### config.mk
export PLATFORM = sky130hd
export DESIGN_NAME = flash_read_ctrl_flat
export DESIGN_NICKNAME = d
export VERILOG_FILES = /design/src/rtl/flash_read_ctrl_if.sv /design/src/rtl/flash_read_ctrl.sv /design/src/flat_wrapper.sv
export SDC_FILE = /design/constraint.sdc
export NUM_CORES = 1
export LEC_CHECK = 0
export BUFFER_PORTS_ARGS = -buffer_cell sky130_fd_sc_hd__buf_2
export CAP_MARGIN = 40
export CORE_ASPECT_RATIO = 0.6
export CORE_MARGIN = 8
export CORE_UTILIZATION = 54
export CTS_CLUSTER_DIAMETER = 150
export DETAILED_ROUTE_END_ITERATION = 12
export PLACE_DENSITY = 0.85
export SETUP_SLACK_MARGIN = 0.15
export SYNTH_ARGS = -nofsm -noshare
export SYNTH_HDL_FRONTEND = slang
export SYNTH_SLANG_ARGS = --single-unit
### constraint.sdc
create_clock -name clk -period 5.2 [get_ports clk]
set_input_delay 0.78 -clock clk [delete_from_list [all_inputs] [get_ports clk]]
set_output_delay 0.78 -clock clk [all_outputs]
set_load 0.02 [all_outputs]
### src/rtl/flash_read_ctrl_if.sv
`timescale 1ns/1ps
// Request/stream bundle between a fetch client (master) and flash_read_ctrl (slave).
interface flash_read_ctrl_if;
  logic        req;
  logic [22:0] req_addr;
  logic [3:0]  req_len;
  logic        busy;
  logic [15:0] rd_data;
  logic        rd_valid;
  logic        done;

  modport master (
    output req, req_addr, req_len,
    input  busy, rd_data, rd_valid, done
  );

  modport slave (
    input  req, req_addr, req_len,
    output busy, rd_data, rd_valid, done
  );
endinterface

### src/rtl/flash_read_ctrl.sv
`timescale 1ns/1ps
// Read-only initiator for the parallel NOR flash: asynchronous-read cycles with a
// programmable wait count and 1-16 word sequential bursts streamed to one client.
module flash_read_ctrl #(
  parameter int WAIT_CYCLES = 5
) (
  input  logic             clk,
  input  logic             rst,
  flash_read_ctrl_if.slave client,
  output logic [22:0]      MemAdr,
  input  logic [15:0]      MemDB,
  output logic             MemOE,
  output logic             MemWR,
  output logic             FlashCS,
  output logic             FlashRp
);

  localparam int WW = (WAIT_CYCLES > 1) ? $clog2(WAIT_CYCLES) : 1;
  localparam logic [WW-1:0] WAIT_LAST = WW'(WAIT_CYCLES - 1);

  typedef enum logic [0:0] {IDLE, ACCESS} state_t;

  state_t          state;
  logic [3:0]      rem;
  logic [WW-1:0]   wcnt;

  // CS/OE stay asserted across all words of a burst; each word waits WAIT_CYCLES
  // from the address change before MemDB is sampled.
  always_ff @(posedge clk) begin
    if (rst) begin
      state           <= IDLE;
      rem             <= '0;
      wcnt            <= '0;
      MemAdr          <= '0;
      MemOE           <= 1'b1;
      MemWR           <= 1'b1;
      FlashCS         <= 1'b1;
      FlashRp         <= 1'b0;
      client.busy     <= 1'b0;
      client.rd_data  <= '0;
      client.rd_valid <= 1'b0;
      client.done     <= 1'b0;
    end else begin
      FlashRp         <= 1'b1;
      MemWR           <= 1'b1;
      client.rd_valid <= 1'b0;
      client.done     <= 1'b0;
      case (state)
        IDLE: begin
          if (client.req) begin
            rem         <= client.req_len;
            MemAdr      <= client.req_addr;
            FlashCS     <= 1'b0;
            MemOE       <= 1'b0;
            client.busy <= 1'b1;
            wcnt        <= WAIT_LAST;
            state       <= ACCESS;
          end
        end
        ACCESS: begin
          if (wcnt != '0) begin
            wcnt <= wcnt - WW'(1);
          end else begin
            client.rd_data  <= MemDB;
            client.rd_valid <= 1'b1;
            if (rem != '0) begin
              MemAdr <= MemAdr + 23'd1;
              rem    <= rem - 4'd1;
              wcnt   <= WAIT_LAST;
            end else begin
              client.done <= 1'b1;
              client.busy <= 1'b0;
              FlashCS     <= 1'b1;
              MemOE       <= 1'b1;
              state       <= IDLE;
            end
          end
        end
        default: state <= IDLE;
      endcase
    end
  end

endmodule

### src/flat_wrapper.sv
// flat-port wrapper written by rule: the top's interface ports become plain ports
module flash_read_ctrl_flat 
#(
  parameter int WAIT_CYCLES = 5
)
  (clk, rst, MemAdr, MemDB, MemOE, MemWR, FlashCS, FlashRp, client_req, client_req_addr, client_req_len, client_busy, client_rd_data, client_rd_valid, client_done);
  flash_read_ctrl_if client_i ();
  input  logic clk;
  input  logic rst;
  output logic [22:0] MemAdr;
  input  logic [15:0] MemDB;
  output logic MemOE;
  output logic MemWR;
  output logic FlashCS;
  output logic FlashRp;
  input wire logic [$bits(client_i.req)-1:0] client_req;
  input wire logic [$bits(client_i.req_addr)-1:0] client_req_addr;
  input wire logic [$bits(client_i.req_len)-1:0] client_req_len;
  output wire logic [$bits(client_i.busy)-1:0] client_busy;
  output wire logic [$bits(client_i.rd_data)-1:0] client_rd_data;
  output wire logic [$bits(client_i.rd_valid)-1:0] client_rd_valid;
  output wire logic [$bits(client_i.done)-1:0] client_done;
  assign client_i.req = client_req;
  assign client_i.req_addr = client_req_addr;
  assign client_i.req_len = client_req_len;
  assign client_busy = client_i.busy;
  assign client_rd_data = client_i.rd_data;
  assign client_rd_valid = client_i.rd_valid;
  assign client_done = client_i.done;
  flash_read_ctrl #(.WAIT_CYCLES(WAIT_CYCLES)) u_core (.clk(clk), .rst(rst), .client(client_i), .MemAdr(MemAdr), .MemDB(MemDB), .MemOE(MemOE), .MemWR(MemWR), .FlashCS(FlashCS), .FlashRp(FlashRp));
endmodule
==> results.json, run 1 <==
{
  "vias": 2935,
  "dp.final_hpwl_um": 5740,
  "dp.cells": 474,
  "crit_type": "flop to flop",
  "syn_area_um2": 2700,
  "max_slew_margin_pct": 35.5,
  "status": "finished, final reports clean",
  "clock-sinks": 52,
  "drc_errors": 0,
  "numCtsBuffers": 5,
  "setup.worst_path.start": "u_core.state$_SDFF_PP0_",
  "place_congestion": 0.894,
  "viasPerCell": 6.10,
  "synthFlopType": "dfxtp_1",
  "p_per_area_nw_per_um2": 330,
  "drt-wirelength-per-cell_um": 16.9,
  "min_path_type": "flop to flop",
  "slowest_stage": "dfxtp_1",
  "cts_tree": "done",
  "antenna_found_initial": 0,
  "stdcell_area_um2": 3300,
  "grt_overflow": 0,
  "layout_common_cells": "buf_2 (90), nand2_1 (60), dfxtp_1 (52)",
  "fin_crit_sh_pct": 53.9,
  "post_cts_buffers": 0,
  "drt_wl_total_um": 8120,
  "ys_ff_latch": 52,
  "netlist_instances": 336,
  "area_growth_pct": 22.3,
  "arrival_ps": 3050,
  "hold_violations": 0,
  "yosys_warnings": 0,
  "dr_wl_met3_um": 743,
  "grt_pass1_vias": 2768,
  "firstDrtPassIters": 5,
  "pin_count": 92,
  "path_cells": "or4b_4, o21ai_2, o221ai_1, nor3_1",
  "die_area_um2": 7600,
  "holdWs_ps": 460,
  "setup_tns_ps": 0,
  "root_buffer": "clkbuf_8",
  "cts_buffer_depth": 2,
  "synth_nets": 384,
  "fillerInstances": 423,
  "drive_gt1_share_pct": 27.5,
  "fin_crit_ps": 2800,
  "cp_max_fo": 30,
  "grt_pass1_wl_um": 13200,
  "core_area_um2": 4930,
  "ir_worst_vdd_v": 0.000147,
  "cts.repair.resized": 0,
  "nNetsFinal": 463,
  "grt_max_degree": 51,
  "required_ps": 5440,
  "wl_met1_um": 3770,
  "ys_seq_area_share_pct": 38.5,
  "setup_viol": 0,
  "cts_hold_buf": 0,
  "max_stage_delay_ps": 850,
  "synth_area_per_cell_um2": 8.04,
  "final_common_cell": "buf_2",
  "rsz0062_at_grt": "no",
  "ctsHtreeMaxLevel": 2,
  "cts.clk_slew.worst_paths_ps": 100,
  "cap_violations": 0,
  "die_w_um": 107,
  "synthDistinctLibCells": 57,
  "p_leak_nw": 1.33,
  "tightest_slew_ps": 959,
  "synth_edf_count": 0,
  "io_buffers": 90,
  "placed_cell_area_um2": 3170,
  "final_cells": 481,
  "drtIter0Drc": 240,
  "skew_ps": 5.65,
  "insertion_delay_ps": 320,
  "wl_met2_um": 3500,
  "critPathLaunchType": "flop",
  "r2r-start": "u_core.state$_SDFF_PP0_",
  "fmax_ghz": 0.357,
  "antenna_left": 0,
  "start_util_pct": 54.8,
  "die_h_um": 70.8,
  "routed.top_layer": "met4",
  "asyncSetResetFlopFracSynth_pct": 0,
  "end_kind": "flop",
  "slew_viol_final": 0,
  "hp-start": "u_core.client.rd_data[4]$_SDFFE_PP0P_",
  "diodes": 0,
  "rows": 20,
  "grt_usage_pct": 20.9
}
[layout make-up]
cell class	count	area, um2	share of cell area, %
multi-input combinational	254	1520	46.1
sequential	52	1040	31.5
timing repair buffer	94	497	15.0
tap	66	82.6	2.50
clock buffer	5	68.8	2.08
clock inverter	2	60.1	1.82
inverter	8	30.0	0.909
[metal layers]
metal	vias up	track usage, %
met4	0	7.75
met2	152	30.2
met3	12	5.26
met1	1369	29.1
li1	1402	-
met5	-	0
[sequential cells by signal, indices dropped and copies added, names as in the netlist]
register                count
u_core.MemAdr              23
u_core.client.rd_data      16
u_core.rem                  4
u_core.wcnt                 3
u_core.FlashRp              1
u_core.MemOE                1
u_core.client.busy          1
u_core.client.done          1
u_core.client.rd_valid      1
u_core.state                1
[kinds of logic after synthesis]
family	Yosys count	synth area share [%]
fa+ha+maj	2	0.926
compound gates	106	26.4
simple gates	142	27.8
flops	52	38.5
other cells	1	0.139
buf+inv	30	5.05
mux	3	1.11
[final timing paths]
| kind | endpoint | slack, ps | cells past startpoint |
|---|---|---|---|
| worst max-delay path | u_core.MemAdr[18]$_SDFFE_PP0P_ | 2400 | 4 |
| worst min-delay path | u_core.client.rd_data[4]$_SDFFE_PP0P_ | 460 | 2 |
| worst min register to register | u_core.client.rd_data[4]$_SDFFE_PP0P_ | 460 | 2 |
| worst max register to register | u_core.MemAdr[18]$_SDFFE_PP0P_ | 2400 | 4 |
[synth_stat cells, types with 4 or more instances]
| cell type | n | area [um2] |
|---|---|---|
| nand2_1 | 60 | 225 |
| dfxtp_1 | 52 | 1040 |
| a21oi_1 | 35 | 175 |
| nor2_1 | 16 | 60.1 |
| nor3_1 | 15 | 75.1 |
| clkbuf_1 | 13 | 48.8 |
| a22oi_1 | 11 | 82.6 |
| nor4_1 | 10 | 62.6 |
| o21ai_0 | 9 | 45.0 |
| nand3_1 | 8 | 40.0 |
| inv_1 | 7 | 26.3 |
| nor2b_1 | 7 | 43.8 |
| o21a_1 | 7 | 52.6 |
| a31oi_1 | 6 | 37.5 |
| nand4_1 | 6 | 37.5 |
| o22ai_1 | 6 | 37.5 |
| o211ai_1 | 5 | 37.5 |
| a211oi_1 | 4 | 30.0 |
| buf_2 | 4 | 20.0 |
[where the power goes]
part	internal [mW]	total, mW	leakage (nW)	switching (mW)
combinational	0.103	0.273	0.843	0.170
clock	0.189	0.328	0.0642	0.138
sequential	0.436	0.489	0.427	0.0528
total	0.729	1.09	1.33	0.361
[through the flow]
stage                     setup slack [ps]  power [mW]  utilization [%]
after global routing                  2210        1.14             67.0
after CTS                             2430        1.09             67.0
after floorplan                       3210       0.674                -
after global placement                2520       0.753             63.8
after detailed placement              2440       0.766             64.4
final                                 2400        1.09             67.0
[critical path: cells and delay by family, from the launching register on]
| kind | cells | cell delay [ps] |
|---|---|---|
| simple gates | 2 | 970 |
| compound gates | 2 | 910 |
| flops | 1 | 850 |
Note: power is estimated with default switching activity, not from simulation.
==> run 2, diff against run 1 <==
Settings changed: CORE_UTILIZATION 54 to 50, PLACE_DENSITY 0.85 to 0.8.
Clock period 5.2 ns to 2.9 ns, I/O delays scaled along.
==> run 2 against run 1 <==
Effect of this change:
- die area rose by 6.5%
- worst hold slack got worse by 100 ps
- highest routed layer unchanged
- clock-buffer cell count did not move
- largest cell class unchanged
- sequential share of layout area fell by 0.13 points
- clock skew rose by 2.3 ps
- critical path type unchanged
==> results.json, run 2 (synthesized netlist as in run 1, its figures left out) <==
{
  "firstDrtPassIters": 4,
  "antenna_found_initial": 0,
  "fin_util_pct": 64.7,
  "io_buffers": 90,
  "clock-sinks": 52,
  "drt-wirelength-per-cell_um": 17.1,
  "rows": 20,
  "antenna_left": 0,
  "placed_cell_area_um2": 3190,
  "required_ps": 3110,
  "cts.repair.resized": 0,
  "dp.final_hpwl_um": 5900,
  "place_congestion": 0.877,
  "start_util_pct": 52.7,
  "rsz0062_at_grt": "no",
  "grt_overflow": 0,
  "core_area_um2": 5130,
  "numCtsBuffers": 5,
  "final_common_cell": "buf_2",
  "cts_buffer_depth": 2,
  "post_cts_buffers": 0,
  "max_slew_margin_pct": 53.9,
  "crit_type": "flop to flop",
  "ir_worst_vdd_v": 0.000281,
  "drive_gt1_share_pct": 28.2,
  "cts_hold_buf": 0,
  "tightest_slew_ps": 685,
  "grt_pass1_vias": 2745,
  "diodes": 0,
  "final_cells": 485,
  "fmax_ghz": 0.432,
  "top_regs": "u_core.MemAdr (23), u_core.client.rd_data (16), u_core.rem (4)",
  "fillerInstances": 455,
  "reg2reg_slack_ps": 590,
  "p_leak_nw": 1.35,
  "p_per_area_nw_per_um2": 590,
  "min_path_type": "input port to flop",
  "ctsHtreeMaxLevel": 2,
  "critPathLaunchType": "flop",
  "largest_reg_flops": 23,
  "insertion_delay_ps": 310,
  "end_kind": "flop",
  "status": "finished, final reports clean",
  "setup_tns_ps": 0,
  "top_register": "u_core.MemAdr",
  "reg2reg_to": "u_core.MemAdr[22]$_SDFFE_PP0P_",
  "cp_num_buf_inv": 0,
  "slew_viol_final": 0,
  "stdcell_area_um2": 3320,
  "cp_max_fo": 11,
  "arrival_ps": 2520,
  "setup.worst_path.start": "u_core.MemAdr[0]$_SDFFE_PP0P_",
  "fin_crit_sh_pct": 79.8,
  "path_delay_family": "simple AND/OR/NAND/NOR gates",
  "skew_ps": 7.95,
  "die_area_um2": 8090,
  "root_buffer": "clkbuf_8",
  "grt_max_degree": 51,
  "drc_errors": 0,
  "r2r-start": "u_core.MemAdr[0]$_SDFFE_PP0P_",
  "reg2reg_depth": 5,
  "dp.cells": 478,
  "drtIter0Drc": 177,
  "setup_viol": 0,
  "cts.clk_slew.worst_paths_ps": 100,
  "pin_count": 92,
  "grt_pass1_wl_um": 13400,
  "grt_usage_pct": 19.8,
  "layout_common_cells": "buf_2 (90), nand2_1 (60), dfxtp_1 (52)",
  "viasPerCell": 5.98,
  "die_w_um": 111,
  "drt_wl_total_um": 8280,
  "path_cells": "ha_1, nand3_1, nor4_2, nand2_1, a311o_1",
  "die_h_um": 72.9,
  "cp_num_cells": 5,
  "area_growth_pct": 22.8,
  "cap_violations": 0,
  "vias": 2902,
  "cp-endpoint": "u_core.MemAdr[22]$_SDFFE_PP0P_",
  "max_stage_delay_ps": 720,
  "hold_violations": 0,
  "slowest_stage": "nor4_2",
  "nNetsFinal": 467,
  "cts_tree": "done",
  "fin_crit_ps": 2310
}
==> run 2: changes by cell type in the layout (fill, tap and decap cells not counted), sizes merged <==
cell  previous run  this run
buf             94        98
==> run 2: report_power, final <==
group / total [mW] / switching, mW / internal (mW)
Combinational: 0.507 / 0.319 / 0.189
Sequential: 0.864 / 0.0817 / 0.782
Clock: 0.585 / 0.245 / 0.340
==> run 2: layout make-up <==
class	count	area [um2]	area share [%]
clock buffer	5	68.8	2.07
multi-input combinational	254	1520	45.9
sequential	52	1040	31.4
timing repair buffer	98	510	15.4
tap	66	82.6	2.49
inverter	8	30.0	0.905
clock inverter	2	60.1	1.81
==> run 2: worst register-to-register path: cells and delay by family, from the launching register on <==
| kind | cells | cell delay (ps) |
|---|---|---|
| AOI/OAI and AO/OA | 1 | 370 |
| and+or+nand+nor | 3 | 1180 |
| DFF | 1 | 440 |
| adders and majority gates | 1 | 230 |
==> run 2: worst min-delay path by stage <==
stage                                                   to  slack [ps]  cells past startpoint                             startpoint
global placement                 u_core.MemOE$_SDFFE_PP1P_         440                      2              u_core.MemOE$_SDFFE_PP1P_
CTS                  u_core.client.rd_data[5]$_SDFFE_PP0P_         350                      3                               MemDB[5]
global route         u_core.client.rd_data[7]$_SDFFE_PP0P_         350                      3                               MemDB[7]
finish              u_core.client.rd_data[10]$_SDFFE_PP0P_         350                      3                              MemDB[10]
detailed placement   u_core.client.rd_data[7]$_SDFFE_PP0P_         440                      2  u_core.client.rd_data[7]$_SDFFE_PP0P_
floorplan                       u_core.rem[1]$_SDFFE_PP0P_         470                      2             u_core.rem[1]$_SDFFE_PP0P_
==> run 2: metrics by stage <==
stage / worst slack (ps) / power [mW] / hold WS [ps]
2_1_floorplan: 912 / 1.21 / 471
5_1_grt: 466 / 2.05 / 347
3_3_place_gp: 737 / 1.37 / 438
6_report: 587 / 1.96 / 355
4_1_cts: 640 / 1.95 / 354
3_5_place_dp: 650 / 1.38 / 443
==> run 2: routing by layer <==
metal	GRT usage [%]	routed length, um	part of all wire, %
met1	27.0	3870	47
met2	29.1	3490	42
met3	5.99	803	9.7
met4	6.40	114	1.4
met5	0	0	0
